### config.mk
export PLATFORM = sky130hd
export DESIGN_NAME = seven_seg_scan_reader
export DESIGN_NICKNAME = d
export VERILOG_FILES = /design/src/rtl/seven_seg_scan_reader.sv
export SDC_FILE = /design/constraint.sdc
export NUM_CORES = 1
export LEC_CHECK = 0
export ABC_AREA = 1
export CAP_MARGIN = 20
export CORE_MARGIN = 1
export CORE_UTILIZATION = 42
export CTS_BUF_LIST = sky130_fd_sc_hd__clkbuf_16
export DETAILED_ROUTE_END_ITERATION = 16
export PLACE_DENSITY = 0.61
export SYNTH_ARGS = -nofsm -noshare
export SYNTH_HDL_FRONTEND = slang
export SYNTH_SLANG_ARGS = --single-unit
### constraint.sdc
create_clock -name clk -period 2.6 [get_ports clk]
set_input_delay 0.26 -clock clk [delete_from_list [all_inputs] [get_ports clk]]
set_output_delay 0.26 -clock clk [all_outputs]
set_load 0.03 [all_outputs]
### src/rtl/seven_seg_scan_reader.sv
// seven_seg_scan_reader
// Snoops a multiplexed active-low seven-segment bus (segments + anodes) and
// recovers the hex value shown on each digit. A digit is only accepted after
// its anode/segment pair has been seen unchanged for STABLE_CYCLES consecutive
// qualified samples, which filters scan edges and ghosting. Patterns that are
// not in the hex glyph table are flagged instead of decoded.
//
// There is no handshake: every rising edge is a sample. A sample qualifies only
// when exactly one anode line is low; anything else is treated as blanking.

module seven_seg_scan_reader #(
  parameter int N_DIGITS      = 4,
  parameter int STABLE_CYCLES = 4
) (
  input  logic                  clk,
  input  logic                  reset,
  input  logic [6:0]            seg_in,
  input  logic [N_DIGITS-1:0]   an_in,
  output logic [4*N_DIGITS-1:0] digits,
  output logic [N_DIGITS-1:0]   digit_valid,
  output logic [N_DIGITS-1:0]   bad_pattern,
  output logic                  frame_done
);

  // Counter wide enough to hold STABLE_CYCLES itself; it saturates there.
  localparam int             CW      = $clog2(STABLE_CYCLES + 1);
  localparam logic [CW-1:0]  CNT_MAX = CW'(STABLE_CYCLES);
  localparam logic [CW-1:0]  CNT_ONE = CW'(1);
  localparam logic [6:0]     SEG_BLANK = 7'b1111111;

  // Inverse of the hex-to-segment table. Returns {legal, value}; bit 6 of the
  // pattern is segment a, bit 0 is segment g, all active-low.
  function automatic logic [4:0] decode_seg(input logic [6:0] pat);
    logic [4:0] res;
    res = 5'b0_0000;
    case (pat)
      7'b0000001: res = 5'b1_0000;
      7'b1001111: res = 5'b1_0001;
      7'b0010010: res = 5'b1_0010;
      7'b0000110: res = 5'b1_0011;
      7'b1001100: res = 5'b1_0100;
      7'b0100100: res = 5'b1_0101;
      7'b0100000: res = 5'b1_0110;
      7'b0001111: res = 5'b1_0111;
      7'b0000000: res = 5'b1_1000;
      7'b0000100: res = 5'b1_1001;
      7'b0001000: res = 5'b1_1010;
      7'b1100000: res = 5'b1_1011;
      7'b0110001: res = 5'b1_1100;
      7'b1000010: res = 5'b1_1101;
      7'b0110000: res = 5'b1_1110;
      7'b0111000: res = 5'b1_1111;
      default:    res = 5'b0_0000;
    endcase
    return res;
  endfunction

  // Sampling / stability state.
  logic [CW-1:0]         cnt_q, cnt_d;
  logic [N_DIGITS-1:0]   prev_an_q, prev_an_d;
  logic [6:0]            prev_seg_q, prev_seg_d;

  // Output and frame state.
  logic [4*N_DIGITS-1:0] digits_q, digits_d;
  logic [N_DIGITS-1:0]   valid_q, valid_d;
  logic [N_DIGITS-1:0]   bad_q, bad_d;
  logic [N_DIGITS-1:0]   seen_q, seen_d;
  logic                  frame_q, frame_d;

  // Combinational helpers.
  logic [N_DIGITS-1:0]   an_act;
  logic                  one_hot;
  logic                  same_ref;
  logic                  accept;
  logic [4:0]            dec;
  logic                  pat_legal;
  logic                  pat_blank;
  logic [N_DIGITS-1:0]   seen_or;

  // Qualify the sample: the active-high anode vector must be exactly one-hot.
  always_comb begin
    an_act  = ~an_in;
    one_hot = (an_act != '0) &&
              ((an_act & (an_act - N_DIGITS'(1))) == '0);
  end

  // Stability counter and reference tracking. A count of zero means there is
  // no reference (reset or a blanking cycle broke the run), so the next
  // qualified sample always starts a fresh dwell at 1.
  always_comb begin
    same_ref   = (cnt_q != '0) && (an_in == prev_an_q) && (seg_in == prev_seg_q);
    cnt_d      = cnt_q;
    prev_an_d  = prev_an_q;
    prev_seg_d = prev_seg_q;
    if (!one_hot) begin
      cnt_d = '0;
    end else if (same_ref) begin
      cnt_d = (cnt_q == CNT_MAX) ? cnt_q : cnt_q + CNT_ONE;
    end else begin
      cnt_d      = CNT_ONE;
      prev_an_d  = an_in;
      prev_seg_d = seg_in;
    end
    // Accept only on the edge where the count reaches the threshold; a count
    // already sitting at saturation on a continuing dwell does not re-accept.
    accept = one_hot && (cnt_d == CNT_MAX) && !(same_ref && (cnt_q == CNT_MAX));
  end

  // Per-digit output update for the anode being accepted; others hold.
  always_comb begin
    dec       = decode_seg(seg_in);
    pat_legal = dec[4];
    pat_blank = (seg_in == SEG_BLANK);
    digits_d  = digits_q;
    valid_d   = valid_q;
    bad_d     = bad_q;
    for (int i = 0; i < N_DIGITS; i++) begin
      if (accept && an_act[i]) begin
        if (pat_legal) begin
          digits_d[4*i +: 4] = dec[3:0];
          valid_d[i]         = 1'b1;
          bad_d[i]           = 1'b0;
        end else if (pat_blank) begin
          valid_d[i] = 1'b0;
          bad_d[i]   = 1'b0;
        end else begin
          valid_d[i] = 1'b0;
          bad_d[i]   = 1'b1;
        end
      end
    end
  end

  // Frame tracking: any accept marks its digit seen. When the mask fills, the
  // pulse fires and the mask restarts empty, so an accept landing on that
  // same edge belongs to the finished frame, not the new one.
  always_comb begin
    seen_or = seen_q | (accept ? an_act : '0);
    frame_d = (seen_or == {N_DIGITS{1'b1}});
    seen_d  = frame_d ? '0 : seen_or;
  end

  // Sampling state registers.
  always_ff @(posedge clk or posedge reset) begin
    if (reset) begin
      cnt_q      <= '0;
      prev_an_q  <= '0;
      prev_seg_q <= '0;
    end else begin
      cnt_q      <= cnt_d;
      prev_an_q  <= prev_an_d;
      prev_seg_q <= prev_seg_d;
    end
  end

  // Output and frame registers.
  always_ff @(posedge clk or posedge reset) begin
    if (reset) begin
      digits_q <= '0;
      valid_q  <= '0;
      bad_q    <= '0;
      seen_q   <= '0;
      frame_q  <= 1'b0;
    end else begin
      digits_q <= digits_d;
      valid_q  <= valid_d;
      bad_q    <= bad_d;
      seen_q   <= seen_d;
      frame_q  <= frame_d;
    end
  end

  assign digits      = digits_q;
  assign digit_valid = valid_q;
  assign bad_pattern = bad_q;
  assign frame_done  = frame_q;

endmodule

==> out/qor.yml <==
pwr:
  ir_drop_mv: 0.264
  power_density_nw_per_um2: 518
  p_leak_uw: 0.00153
  power.total_uw: 1510
global_routing:
  grt_pass1_wl_um: 8890
  grt_max_degree: 44
  globalRouteOverflowTotal: 0
  grt_pass1_vias: 1880
  antenna_found_initial: 0
  grt.total_usage_pct: 20.9
critical_path:
  criticalPathCategory: "input port to register"
  startpoint_type: "input port"
  rr_worst_depth: 14
  critPathArrivalTime_ps: 2390
  worstPathRequired_ps: 2770
  cp_max_fo: 13
  crit_path_end_kind: "register"
timing:
  setup_tns_ps: 0
  slew_headroom_pct: 62.6
  rsz0062_at_grt: "false"
  period_minus_slack_ps: 2220
  slew_violations: 0
  fmax_ghz: 0.451
  finClkSkew_ps: 5.00
  setup_viol: 0
  hold_viol_final: 0
  period_share_pct: 85.3
  tightest_slew_ps: 560
floorplanning:
  fp.dieW_um: 75.6
  design.die.area_sq_um: 5710
  start_util_pct: 44.0
  die_height_um: 75.6
  coreArea_sq_um: 5170
  num_io_pins: 38
  rows: 26
outcome:
  status: "completed"
drt:
  wirelength_um: 5320
  routedWlPerCell_um: 12.3
  antenna_left: 0
  first_iter_violations: 99
  via_per_inst: 4.74
  routed-via-count: 2042
  route.detailed.drc: 0
  drt-pass1-iter-count: 4
clock_network:
  post_cts_buffers: 0
  hold_buffers: 0
  cts_htree_levels: 2
  cts.sinks: 43
  worstSkewPairLatency_ps: 280
  root_buffer: "clkbuf_16"
  cts-buffers-inserted: 5
  cts_buffer_depth: 2
  cts_tree: "yes"
  cts_resized: 0
  clk_pin_slew_ps: 60
final_layout:
  layout_commonest_cell: "nand2_1"
  n_antenna_cell: 0
  final_cell_mix: "nand2_1 (114), dfrtp_1 (43), inv_1 (39), clkdlybuf4s50_1 (37), nor2_1 (33)"
  n_fill_cell: 481
  layout-drive-gt1-share_pct: 8.03
  fin_nets: 375
  syn_to_final_growth_pct: 27.9
logic_synthesis:
  synth_seq_area_share_pct: 47.3
  ys_seq_elements: 43
  syn_nets: 327
  ys_types: 28
  ys_warn_count: 0
  syn_area_sq_um: 2270
  syn-mean-instance-area_sq_um: 7.29
  syn_inst: 312
place:
  dp_hpwl_um: 4020
  io_buffers: 37
  gp_congestion: 0.904
worst_hold_path:
  holdCritPathClass: "input port to asynchronous set/reset pin"
job:
  drv_cap: 0
## metal layers
| layer | vias to the layer above | track usage (%) | share of wire (%) |
|---|---|---|---|
| li1 | 1067 | - | - |
| met2 | 36 | 32.5 | 46 |
| met5 | - | 0 | 0 |
| met1 | 939 | 29.8 | 51 |
| met4 | 0 | 4.94 | 0 |
| met3 | 0 | 4.50 | 2.5 |
## flip-flops by register name (all words and copies together), names as in the netlist
register and flops:
prev_seg_q 7, digit_valid 4, prev_an_q 4, bad_pattern 4, frame_done 1, cnt_q 3
seen_q 4, digits 16
## path summary, 6_finish.rpt
path,startpoint,end,slack (ps)
worst max-delay path,seg_in[0],digits[4],380
worst min-delay path,reset,prev_an_q[1],440
worst max register to register,cnt_q[0],digits[10],460
worst min register to register,digits[1],digits[1],470
max in group asynchronous,reset,digits[2],1790
min in group clk,digits[1],digits[1],470
## logic make-up after synthesis
family	after synthesis	share of synthesized area, %
AO/OA/AOI/OAI	26	6.05
XOR/XNOR	5	1.93
adder cells (fa/ha/maj)	2	1.10
buffers and inverters	49	8.69
flip-flops	43	47.3
AND/OR/NAND/NOR	187	34.9
## per-stage QoR
step / std cells / hold slack, ps / util, % / setup slack (ps) / instance area, sq um
2_1_floorplan: 312 / 442 / - / 785 / 2270
3_3_place_gp: 423 / 459 / 53.5 / 76.7 / 2770
3_5_place_dp: 423 / 463 / 53.5 / 92.6 / 2770
4_1_cts: 431 / 456 / 56.3 / 383 / 2910
5_1_grt: 431 / 499 / 56.3 / 80.9 / 2910
6_report: 431 / 436 / 56.3 / 383 / 2910
## final cells by class
type	count	area, sq um	share of cell area, %
inverters	44	166	5.72
clock buffers	5	125	4.30
clock inverters	3	16.3	0.559
well taps	70	87.6	3.01
flip-flops and latches	43	1080	37.0
repair buffers	46	438	15.0
multi-input cells	220	1000	34.4
## cells in the mapped netlist, drive strengths merged
cell type	n	area share, %
a211oi	1	0.33
a21oi	7	1.5
buf	3	1.0
clkbuf	2	0.33
clkinv	1	0.22
dfrtp	43	47
ha	2	1.1
inv	43	7.1
nand2	116	19
nand3	15	3.5
nand3b	1	0.33
nand4	8	2.2
nor2	36	6.9
nor3	9	2.0
nor3b	1	0.33
o21ai	16	3.5
o22ai	1	0.28
o311ai	1	0.39
or2	1	0.28
xnor2	4	1.5
xor2	1	0.39
## power breakdown
group	switching, uW	internal (uW)	total, uW	leakage, uW
Combinational	115	70.5	185	0.000880
Sequential	21.0	698	719	0.000581
Clock	253	351	604	0.0000710
## worst max-delay path: stages
cell and delay [ps]:
clkdlybuf4s50_1 500, nor2_1 290, inv_1 140, nor2_1 170, nand2_1 100, o21ai_1 170, nor2_1 80, nand2_2 70
nor2_1 50, nand2_2 200, nand2_1 180, nor2_1 130, nor2_1 50
Note: power is estimated with default switching activity, not from simulation.
